## config.mk

```make
export PLATFORM = sky130hd
export DESIGN_NAME = seq_det_param_flat
export DESIGN_NICKNAME = d
export VERILOG_FILES = /design/src/rtl/seq_det_param_if.sv /design/src/rtl/seq_det_param.sv /design/src/flat_wrapper.sv
export SDC_FILE = /design/constraint.sdc
export NUM_CORES = 1
export LEC_CHECK = 0
export CELL_PAD_IN_SITES_DETAIL_PLACEMENT = 1
export CELL_PAD_IN_SITES_GLOBAL_PLACEMENT = 1
export CORE_MARGIN = 10
export CORE_UTILIZATION = 38
export CTS_CLUSTER_DIAMETER = 40
export DETAILED_ROUTE_END_ITERATION = 7
export GPL_ROUTABILITY_DRIVEN = 0
export PLACE_DENSITY = 0.84
export SLEW_MARGIN = 20
export SYNTH_ARGS = -nofsm -noshare
export SYNTH_HDL_FRONTEND = slang
export SYNTH_SLANG_ARGS = --single-unit
```

## constraint.sdc

```tcl
create_clock -name clk -period 1.65 [get_ports clk]
set_clock_uncertainty 0.1 [all_clocks]
set_input_delay 0.33 -clock clk [delete_from_list [all_inputs] [get_ports clk]]
set_output_delay 0.33 -clock clk [all_outputs]
set_load 0.03 [all_outputs]
```

## src/rtl/seq_det_param_if.sv

```systemverilog
// Bundle of the serial/config/result signals for seq_det_param.
// match_cnt exists only when SEQ_DET_MATCH_CNT_EN is defined.
interface seq_det_param_if #(
    parameter int PAT_N = 4,
    parameter int CNT_W = 8
);
    logic             din;
    logic             din_vld;
    logic             cfg_load;
    logic [PAT_N-1:0] cfg_pattern;
    logic             cfg_overlap;
    logic             dout;
`ifdef SEQ_DET_MATCH_CNT_EN
    logic [CNT_W-1:0] match_cnt;
`endif

    modport master (
`ifdef SEQ_DET_MATCH_CNT_EN
        input  match_cnt,
`endif
        output din, din_vld, cfg_load, cfg_pattern, cfg_overlap,
        input  dout
    );

    modport slave (
`ifdef SEQ_DET_MATCH_CNT_EN
        output match_cnt,
`endif
        input  din, din_vld, cfg_load, cfg_pattern, cfg_overlap,
        output dout
    );

    // Reject widths the detector cannot be built with.
    generate
        if (PAT_N < 2 || PAT_N > 16 || CNT_W < 1) begin : g_bad_param
            $error("seq_det_param_if: illegal PAT_N or CNT_W");
        end
    endgenerate
endinterface

```

## src/rtl/seq_det_param.sv

```systemverilog
// Runtime-programmable PAT_N-bit serial sequence detector with optional
// overlapping detection and a registered one-cycle match pulse.
// Optional feature macro: SEQ_DET_MATCH_CNT_EN adds a saturating match counter.
// The detector keeps the last PAT_N-1 accepted bits plus a fill count instead
// of a per-prefix FSM; the port behaviour is identical to that FSM.
module seq_det_param #(
    parameter int               PAT_N       = 4,
    parameter logic [PAT_N-1:0] PAT_DEFAULT = 4'b1001,
    parameter int               CNT_W       = 8
) (
    input  logic           clk,
    input  logic           rst,
    seq_det_param_if.slave bus
);
    // fill only has to reach PAT_N-1, so clog2(PAT_N) bits suffice.
    localparam int                FILL_W   = $clog2(PAT_N);
    localparam logic [FILL_W-1:0] FILL_MAX = FILL_W'(PAT_N - 1);

    logic [PAT_N-2:0]  hist_q, hist_d;
    logic [FILL_W-1:0] fill_q, fill_d;
    logic [PAT_N-1:0]  pat_q, pat_d;
    logic              ovl_q, ovl_d;
    logic              dout_q, dout_d;
    logic [PAT_N-1:0]  window;
    logic              match;

    generate
        if (PAT_N < 2 || PAT_N > 16 || CNT_W < 1) begin : g_bad_param
            $error("seq_det_param: illegal PAT_N or CNT_W");
        end
    endgenerate

    // Next-state for history, fill level, configuration and match pulse.
    always_comb begin
        window = {hist_q, bus.din};
        match  = bus.din_vld && !bus.cfg_load && (fill_q == FILL_MAX) && (window == pat_q);
        hist_d = hist_q;
        fill_d = fill_q;
        pat_d  = pat_q;
        ovl_d  = ovl_q;
        dout_d = 1'b0;
        if (bus.cfg_load) begin
            pat_d  = bus.cfg_pattern;
            ovl_d  = bus.cfg_overlap;
            hist_d = '0;
            fill_d = '0;
        end else if (bus.din_vld) begin
            // Slicing the window also covers PAT_N=2, where hist is one bit.
            hist_d = window[PAT_N-2:0];
            dout_d = match;
            if (match) begin
                fill_d = ovl_q ? FILL_MAX : '0;
            end else if (fill_q != FILL_MAX) begin
                fill_d = fill_q + 1'b1;
            end
        end
    end

    // State registers, cleared immediately by rst.
    always_ff @(posedge clk or posedge rst) begin
        if (rst) begin
            hist_q <= '0;
            fill_q <= '0;
            pat_q  <= PAT_DEFAULT;
            ovl_q  <= 1'b0;
            dout_q <= 1'b0;
        end else begin
            hist_q <= hist_d;
            fill_q <= fill_d;
            pat_q  <= pat_d;
            ovl_q  <= ovl_d;
            dout_q <= dout_d;
        end
    end

    assign bus.dout = dout_q;

`ifdef SEQ_DET_MATCH_CNT_EN
    logic [CNT_W-1:0] match_cnt_q, match_cnt_d;

    // Saturating count of matches; reloaded to zero with each new pattern.
    always_comb begin
        match_cnt_d = match_cnt_q;
        if (bus.cfg_load) begin
            match_cnt_d = '0;
        end else if (match && (match_cnt_q != {CNT_W{1'b1}})) begin
            match_cnt_d = match_cnt_q + 1'b1;
        end
    end

    // Counter register, updated on the same edge that raises dout.
    always_ff @(posedge clk or posedge rst) begin
        if (rst) begin
            match_cnt_q <= '0;
        end else begin
            match_cnt_q <= match_cnt_d;
        end
    end

    assign bus.match_cnt = match_cnt_q;
`endif
endmodule

```

## src/flat_wrapper.sv

```systemverilog
// flat-port wrapper written by rule: the top's interface ports become plain ports
module seq_det_param_flat 
#(
    parameter int               PAT_N       = 4,
    parameter logic [PAT_N-1:0] PAT_DEFAULT = 4'b1001,
    parameter int               CNT_W       = 8
)
  (clk, rst, bus_din, bus_din_vld, bus_cfg_load, bus_cfg_pattern, bus_cfg_overlap, bus_dout);
  seq_det_param_if #(.PAT_N(PAT_N), .CNT_W(CNT_W)) bus_i ();
  input  logic clk;
  input  logic rst;
  input wire logic [$bits(bus_i.din)-1:0] bus_din;
  input wire logic [$bits(bus_i.din_vld)-1:0] bus_din_vld;
  input wire logic [$bits(bus_i.cfg_load)-1:0] bus_cfg_load;
  input wire logic [$bits(bus_i.cfg_pattern)-1:0] bus_cfg_pattern;
  input wire logic [$bits(bus_i.cfg_overlap)-1:0] bus_cfg_overlap;
  output wire logic [$bits(bus_i.dout)-1:0] bus_dout;
  assign bus_i.din = bus_din;
  assign bus_i.din_vld = bus_din_vld;
  assign bus_i.cfg_load = bus_cfg_load;
  assign bus_i.cfg_pattern = bus_cfg_pattern;
  assign bus_i.cfg_overlap = bus_cfg_overlap;
  assign bus_dout = bus_i.dout;
  seq_det_param #(.PAT_N(PAT_N), .PAT_DEFAULT(PAT_DEFAULT), .CNT_W(CNT_W)) u_core (.clk(clk), .rst(rst), .bus(bus_i));
endmodule
```

==> impl_results.md <==
* Setup crit end kind: flop
* R2r worst-path depth at 4
* CTS tree: yes
* Hold_buf cts at 0
* Die area at 3420 um2
* Die height at 58.5 um
* Drt wl/cell at 15.6 um
* DP Worst Slack at -0.236 ns
* Gate power share at 0.190
* Max-Cap Viols at 0
* Critical path required time at 1.67 ns
* Mapped Nets at 58
* HP Class: input pin to asynchronous set/reset pin
* Switching Power at 150 uW
* Fmax at 0.619 GHz
* Critical-path cell list: clkdlybuf4s50_1, xor2_1, buf_4, o41ai_1, o221ai_1
* Number of fill cells at 149
* Max clock buf depth at 2
* DR vias/cell at 5.42
* Max H-tree Level at 1
* WL final at 1240 um
* Reg-to-Reg End: u_core.fill_q[1]
* CP max FO at 2
* Hold WS at 0.272 ns
* Worst setup SP type: input pin
* Final core area utilization at 0.556
* Clock transition at the registers of the reported paths at 0.06 ns
* Area Overhead vs Synth at 33.3%
* Clk sinks at 11
* Status: complete, no violations
* Die width at 58.5 um
* Fin crit share at 0.979
* Post-route DRC at 0
* Final hold vios at 0
* Top Ports at 11
* Port Buf Inserts at 10
* Crit path max-delay family: buffers and inverters
* Cell Pwr Density at 799 nW/um2
* Initial core utilization at 0.417
* Pin count of the biggest net entering global routing at 12
* Total gr overflow at 0
* GRT Total Usage at 0.0783
* Signal arrival time at the worst endpoint at 1.64 ns
* Synthesis Warnings at 0
* Slew Limit Fails at 0
* Net count reported at finish at 76
* Critical path type: input pin to flop
* Switching power share of the total at 0.249
* R2R Setup Slk at 0.08 ns
* Lkg Pwr at 0.000350 uW
* ANT cells at 0
* Synth Register Bits at 11
* Hpwl dp at 913 um
* Int Pwr at 450 uW
* Clk pwr share at 0.298
* Via count at 428
* Post-DRT Antenna Nets at 0
* DR iter-0 viols at 5
* Final Instance Area at 751 um2
* Drt pass-1 iters at 4
* CP Buf/Inv Count at 2
* Area of the core at 1350 um2
* Antenna violations before repair at 0
* Post-Syn Instances at 47
* Worst-margin pin slew at 0.403 ns
* Root Buffer: clkbuf_4
* Register share of total power at 0.512
* CTS Buf Count at 3
* Vias in the first global route at 510
* Worst vdd ir at 503 uV
* Clock Latency Late Sink at 0.26 ns
* Post-synthesis sequential area ratio at 0.493
* Synth unique cells at 20
* Synthesized area at 563 um2
* CP peak stage delay at 0.43 ns
* First-pass GRT wire length at 2100 um
* Placed cell area at 712 um2
* FP Rows at 13
* Rel. slew slack at 0.731
* Final setup viols at 0
* Mean area per synthesized cell at 12.0 um2
* PnR worst setup slack at 0.0350 ns
* Final worst path period need at 1.61 ns
* # Post-CTS Setup Buffers at 0
* Reg-to-Reg Start: u_core.pat_q[0]
* Share of cells above drive strength 1 at 0.281
* Crit-path slowest cell: clkdlybuf4s50_1
[cells in the final DEF, fill, tap and decap left out, types with 2 or more instances in the layout]
master and n:
mux2i_1 4, dfstp_2 2, nor2b_1 2, nor2_1 4, mux2_2 4, dfrtp_1 9, clkdlybuf4s50_1 9, clkbuf_4 3
xor2_1 4, buf_4 5, and3b_1 2, nand3b_1 2
[kinds of logic (layout without fill, tap and decap cells)]
kind of cell / Yosys count / count (layout) / synth area share
buffers and inverters: 3 / 20 / 0.0200
and+or+nand+nor: 13 / 13 / 0.149
AOI/OAI and AO/OA: 7 / 7 / 0.102
adders and majority gates: 1 / 1 / 0.0222
xor gates and xnor gates: 4 / 4 / 0.0622
muxes: 8 / 8 / 0.151
DFF: 11 / 11 / 0.493
[sequential cells by signal (all words and copies together), names as in the netlist]
register and flops:
u_core.fill_q 2, u_core.bus.dout 1, u_core.hist_q 3, u_core.pat_q 4, u_core.ovl_q 1
[how the worst max path moves through the flow]
stage | startpoint | endpoint | depth (start not counted)
floorplan | u_core.pat_q[0] | u_core.fill_q[0] | 3
global placement | bus_din | u_core.fill_q[0] | 4
detailed placement | bus_din | u_core.fill_q[1] | 4
CTS | bus_din | u_core.fill_q[0] | 5
global route | bus_din | u_core.fill_q[1] | 5
finish | bus_din | u_core.fill_q[1] | 5
[per-stage QoR]
step	TNS (ns)	power [uW]	std cells
after floorplan	0	371	47
after global placement	-0.517	417	75
after detailed placement	-0.607	422	75
after CTS	0	605	79
after global routing	-0.00981	646	79
final	0	600	79
[per-layer routing]
layer | up-vias | GRT usage | share of wire
met5 | - | 0 | 0
met3 | 4 | 0.0236 | 0.045
met2 | 12 | 0.124 | 0.48
li1 | 205 | - | -
met4 | 0 | 0.0604 | 0.030
met1 | 207 | 0.0849 | 0.44
[cell usage after synthesis, drive strengths merged]
library cell	instances	area share
nor2	4	0.027
dfrtp	9	0.40
dfstp	2	0.093
a21o	1	0.013
mux2i	4	0.071
nand3	1	0.0089
o41ai	2	0.031
a21bo	1	0.018
and3b	2	0.031
clkbuf	2	0.013
xor2	4	0.062
inv	1	0.0067
nand3b	2	0.027
nor2b	2	0.022
o221ai	2	0.031
mux2	4	0.080
nor3b	1	0.013
a21oi	1	0.0089
or4	1	0.020
ha	1	0.022
[area by class of cell]
class                   instances  area, um2  share of cell area
clock buffers                   4       26.3              0.0350
flip-flops and latches         11        278               0.370
well taps                      15       18.8              0.0250
inverters                       1       3.75             0.00500
multi-input cells              33        288               0.383
repair buffers                 15        136               0.182
[power by group through the flow]
stage / sequential (uW) / clock [uW] / combinational, uW
after floorplan: 308 / 0 / 63.4
after global placement: 311 / 0 / 106
after detailed placement: 312 / 0 / 110
after CTS: 307 / 187 / 111
after global routing: 310 / 210 / 126
final: 307 / 179 / 114
[timing repair]
| item | 4_1_cts | 5_1_grt |
|---|---|---|
| endpoints found under the setup margin | 1 | 1 |
| gates resized for setup | 1 | 2 |
| pin swaps | 0 | 0 |
Note: power is estimated with default switching activity, not from simulation.
==> RTL edit 1: new RTL, same settings <==
`PAT_N` is set to 4 in 3 places; all go to 8.
--- a/src/rtl/seq_det_param_if.sv
+++ b/src/rtl/seq_det_param_if.sv
@@ -3,3 +3,3 @@
 interface seq_det_param_if #(
-    parameter int PAT_N = 4,
+    parameter int PAT_N = 8,
     parameter int CNT_W = 8
--- a/src/rtl/seq_det_param.sv
+++ b/src/rtl/seq_det_param.sv
@@ -6,3 +6,3 @@
 module seq_det_param #(
-    parameter int               PAT_N       = 4,
+    parameter int               PAT_N       = 8,
     parameter logic [PAT_N-1:0] PAT_DEFAULT = 4'b1001,
--- a/src/flat_wrapper.sv
+++ b/src/flat_wrapper.sv
@@ -3,3 +3,3 @@
 #(
-    parameter int               PAT_N       = 4,
+    parameter int               PAT_N       = 8,
     parameter logic [PAT_N-1:0] PAT_DEFAULT = 4'b1001,
Ports: changed (resized bus_cfg_pattern); port bits go from 11 to 15. No check against the original RTL was run, so the function may have changed too.
==> RTL edit 1 against the original RTL <==
The flow now finishes with violations (negative setup slack); sequential share of layout area grew 1.3 points; non-clock buffer count rose by 16; hold slack lost 0.013 ns; wire length is 75% higher; count of clock-buffer cells in the layout unchanged; final area rose by 75%; power is 73% higher; sequential cell count grew 9; sequential power increased by 80%; first-iteration DRC count increased to 4.0 times the old value; combinational power grew 75%; setup slack lost 0.20 ns; synthesized area up 69%; critical path type is now reg2reg; highest routed layer unchanged.
==> RTL edit 1: results (changes against the original RTL) <==
stage	metric	value	unit	change
run_status	result_of_the_run	complete, but fails checks		
run_status	violations	negative setup slack		
detailed_routing	vias	694		+62%
detailed_routing	drt-initial-drc-count	20		+15
yosys	synth_common_cells	dfrtp_1 (18), nor2_1 (13), mux2i_1 (8), xnor2_1 (8), nand2_1 (7)		
final_layout	registers_with_the_most_flip_flops	u_core.pat_q (8), u_core.hist_q (7), u_core.fill_q (3)		
detailed_routing	wl_met1	943	um	+73%
global_route	vias_in_the_first_global_route	782		+53%
global_route	grt_pass1_wl	3640	um	+73%
yosys	synth.mux.area_fraction	17.9	%	+2.8 points
critical_path	critPathTopFamily	simple AND/OR/NAND/NOR gates		
detailed_routing	route.detailed.wl_per_inst	14.9	um	-4.6%
sta	finalSetupViolCount	4		+4
cts	ctsRootBufferMaster	clkbuf_4		
global_route	met3_usage	2.82	%	+0.46 points
critical_path	cp_slowest_stage_delay	0.38	ns	-0.05 ns
yosys	synth.yosys.warnings	0		unchanged
yosys	post_synth_main_area_contributors	dfrtp_1 (47%), mux2i_1 (8.4%), xnor2_1 (7.4%)		
power	power.ir.vdd_worst	0.557	mV	+11%
global_route	antenna_found_initial	0		unchanged
detailed_routing	met3_length	94	um	+68%
critical_path	critical_path.max_fanout	5		+3
global_route	grt_util_met2	15.3	%	+2.9 points
detailed_routing	maxUsedRoutingLayer	met4		
sta	final_critical_path_setup_slack	-0.160	ns	-0.196 ns
cts	path_clk_slew	0.11	ns	+0.05 ns
placed_design	pre_cts_ws	-0.451	ns	-0.216 ns
power	power.leakage	0.612	nW	+75%
yosys	syn-num-nets	100		+72%
cts	cts_buffers	3		unchanged
yosys	synthXorXnorAreaFrac	7.38	%	+1.2 points
final_layout	antenna_cells_inserted	0		unchanged
yosys	synth_compound_gate_area_share	4.22	%	-6.0 points
global_route	globalRouteTotalUtil	8.79	%	+0.96 points
cts	worstSkewPairLatency	0.30	ns	+0.04 ns
placed_design	dp.final_hpwl	1650	um	+81%
cts	ctsResizeCount	5		+4
min_path	min-delay-path-class	in2async		
yosys	netlist-cell-type-count	21		+5.0%
cts	cts_setup_buffers	1		+1
final_layout	nets	132		+74%
detailed_routing	wl_met2	1120	um	+88%
yosys	synthArstFlopShare	100	%	unchanged
cts	clk_path_buf_depth	2		unchanged
critical_path	timing.critical_path.slowest_stage_cell	dfrtp_1		
yosys	synthFlopType	dfrtp_1		
global_route	grt.overflow.total	0		unchanged
placed_design	buffer_ports.inserted	14		+4
yosys	synth_area_in_adders	2.64	%	+0.41 points
detailed_routing	drt-pass1-iter-count	4		unchanged
placed_design	placed_area	1220	um2	+72%
global_route	global_route.usage.met1	10.1	%	+1.6 points
final_layout	final.fill_count	266		+79%
sta	max-slew-margin-rel	79.9	%	+6.8 points
final_layout	fraction_of_final_layout_cells_with_drive_strength_greater_than_1	28.7	%	+0.57 points
yosys	share_of_the_yosys_chip_area_belonging_to_registers	53.0	%	+3.6 points
global_route	grt_start_max_net_pins	23		+11
-- RTL edit 1: changes by cell type in the layout (fill, tap and decap cells not counted), sizes merged, moves of 7 or more --
| cell | delta |
|---|---|
| buf | +12 |
| dfrtp | +9 |
| nand2 | +7 |
| nor2 | +9 |
| xnor2 | +8 |
-- RTL edit 1: path summary, 6_finish.rpt --
path                                  start               end  slack [ns]  cells after the start
min reg2reg                 u_core.pat_q[4]   u_core.pat_q[4]        0.42                      1
max reg2reg                u_core.fill_q[0]  u_core.fill_q[2]       -0.16                      7
min in group clk            u_core.pat_q[4]   u_core.pat_q[4]        0.42                      1
max in group asynchronous               rst   u_core.pat_q[3]        0.92                      3
max                        u_core.fill_q[0]  u_core.fill_q[2]       -0.16                      7
min                                     rst  u_core.fill_q[2]        0.26                      3
-- RTL edit 1: per-stage QoR --
stage / utilization, % / std cells / setup TNS [ns] / power (W)
2_1_floorplan: - / 84 / -0.442 / 0.000660
3_3_place_gp: 50.3 / 137 / -1.23 / 0.000735
3_5_place_dp: 50.3 / 137 / -1.60 / 0.000751
4_1_cts: 52.8 / 142 / -0.568 / 0.00104
5_1_grt: 54.0 / 145 / -0.897 / 0.00110
6_report: 54.0 / 145 / -0.429 / 0.00104
-- RTL edit 1: area by class of cell --
| type | instances | area [um2] | share of cell area, % |
|---|---|---|---|
| Multi-Input combinational cell | 58 | 462 | 35.2 |
| Timing Repair Buffer | 31 | 267 | 20.3 |
| Sequential cell | 20 | 503 | 38.3 |
| Tap cell | 30 | 37.5 | 2.86 |
| Inverter | 2 | 7.51 | 0.572 |
| Clock buffer | 4 | 36.3 | 2.76 |
-- RTL edit 1: power breakdown --
group / switching (W) / internal, W
registers: 0.0000248 / 0.000528
logic: 0.0000802 / 0.000120
clock network: 0.000148 / 0.000134
==> RTL edit 2: new RTL, config.mk and constraints unchanged <==
Without the edit above. `PAT_DEFAULT` is set to 4'b1001 in 2 places; all go to 4'b0100.
--- a/src/rtl/seq_det_param.sv
+++ b/src/rtl/seq_det_param.sv
@@ -7,3 +7,3 @@
     parameter int               PAT_N       = 4,
-    parameter logic [PAT_N-1:0] PAT_DEFAULT = 4'b1001,
+    parameter logic [PAT_N-1:0] PAT_DEFAULT = 4'b0100,
     parameter int               CNT_W       = 8
--- a/src/flat_wrapper.sv
+++ b/src/flat_wrapper.sv
@@ -4,3 +4,3 @@
     parameter int               PAT_N       = 4,
-    parameter logic [PAT_N-1:0] PAT_DEFAULT = 4'b1001,
+    parameter logic [PAT_N-1:0] PAT_DEFAULT = 4'b0100,
     parameter int               CNT_W       = 8
Behaviour: not the same (a bounded check fails within 10 cycles, from zero or initial values and one cycle with rst high).
==> RTL edit 2 against the original RTL <==
Synthesized cell count unchanged; utilization decreased by 0.56 points; final cell count unchanged; largest power group unchanged; die area decreased by 0.14%; non-clock buffer count unchanged; via count decreased by 0.70%; synthesized area decreased by 0.22%; power decreased by 0.41%; sequential cell count unchanged; setup slack got worse by 0.035 ns; final area decreased by 1.0%; wire length decreased by 3.2%.
==> RTL edit 2: results (changes against the original RTL) <==
stage	metric	value	unit	change
run_status	result_of_the_run	complete, no violations		
critical_path	reg2reg_from	u_core.pat_q[2]		
detailed_routing	drt-initial-drc-count	0		-5
final_layout	final.fill_count	152		+2.0%
global_route	met3_usage	3.43	%	+1.1 points
detailed_routing	wl_met2	594	um	-0.67%
placed_design	placed_area	711	um2	-0.18%
placed_design	dp.final_hpwl	899	um	-1.6%
detailed_routing	met3_length	47	um	-16%
yosys	post_synth_main_area_contributors	dfrtp_1 (45%), mux2_2 (8.0%), mux2i_1 (7.1%)		
global_route	globalRouteTotalUtil	7.78	%	-0.047 points
cts	worstSkewPairLatency	0.27	ns	
yosys	mean_syn_cell_area	12.0	um2	-0.22%
final_layout	fraction_of_final_layout_cells_with_drive_strength_greater_than_1	25.0	%	-3.1 points
final_layout	antenna_cells_inserted	0		unchanged
yosys	share_of_the_yosys_chip_area_belonging_to_registers	49.2	%	-0.11 points
cts	clk_path_buf_depth	2		unchanged
power	power.ir.vdd_worst	0.402	mV	-20%
detailed_routing	totalWireLength	1200	um	-3.2%
placed_design	pre_cts_ws	-0.230	ns	+0.00572 ns
yosys	synth_common_cells	dfrtp_1 (10), mux2_2 (4), mux2i_1 (4), nor2_1 (4), xor2_1 (4)		
global_route	global_route.usage.met1	8.35	%	-0.13 points
critical_path	reg2reg_setup_slack	0.05	ns	-0.03 ns
detailed_routing	drt-pass1-iter-count	1		-3
final_layout	non_filler_instance_count_after_layout	79		unchanged
global_route	grt_pass1_wl	2090	um	-0.67%
power	power.leakage	0.350	nW	about the same
global_route	grt_util_met2	12.6	%	+0.15 points
yosys	post-synth-top-area-fraction	44.5	%	+4.5 points
critical_path	crit_end	u_core.fill_q[0]		
sta	worstMarginPinSlew	0.433	ns	+0.0301 ns
min_path	min-delay-path-class	in2async		
critical_path	worst_r2r_path_depth	3		-1
sta	finalCritPeriodShare	100	%	+2.1 points
global_route	vias_in_the_first_global_route	479		-6.1%
detailed_routing	wl_met1	538	um	-1.1%
detailed_routing	vias	425		-0.70%
global_route	antenna_found_initial	0		unchanged
cts	ctsRootBufferMaster	clkbuf_4		
placed_design	buffer_ports.inserted	10		unchanged
global_route	grt_start_max_net_pins	12		unchanged
RTL edit 2: cell types whose count changed after synthesis, sizes merged:
| cell | unedited run | this run |
|---|---|---|
| dfrtp | 9 | 10 |
| dfstp | 2 | 1 |
RTL edit 2: layout make-up:
class / instances / area [um2] / share of cell area [%]
inverters: 1 / 3.75 / 0.505
repair buffers: 15 / 136 / 18.4
multi-input cells: 33 / 282 / 37.9
well taps: 15 / 18.8 / 2.53
clock buffers: 4 / 26.3 / 3.54
flip-flops and latches: 11 / 277 / 37.2
RTL edit 2: how the worst min path moves through the flow:
stage / cells after the start / to / startpoint / slack (ns)
6_report: 2 / u_core.ovl_q / rst / 0.26
3_5_place_dp: 1 / u_core.pat_q[1] / u_core.pat_q[1] / 0.42
3_3_place_gp: 1 / u_core.pat_q[1] / u_core.pat_q[1] / 0.41
2_1_floorplan: 1 / u_core.bus.dout / rst / 0.08
4_1_cts: 2 / u_core.hist_q[0] / rst / 0.27
5_1_grt: 2 / u_core.pat_q[3] / rst / 0.29
RTL edit 2: report_power, final:
group | switching [W] | leakage (nW) | internal [W]
combinational | 0.0000478 | 0.196 | 0.0000634
sequential | 0.0000142 | 0.139 | 0.000290
clock | 0.0000880 | 0.0150 | 0.0000935
RTL edit 2: cells by family (layout without fill, tap and decap cells):
logic type	count (synthesis)	after routing	synth area share, %
buffers and inverters	3	20	2.00
XOR/XNOR	4	4	6.24
AO/OA/AOI/OAI	7	7	10.2
AND/OR/NAND/NOR	13	13	14.9
adder cells (fa/ha/maj)	1	1	2.23
flip-flops	11	11	49.2
multiplexers	8	8	15.1
RTL edit 2: worst max-delay path, stage by stage:
cell	delay, ns
clkdlybuf4s50_1	0.44
xor2_1	0.17
buf_4	0.14
o41ai_1	0.39
o221ai_1	0.20
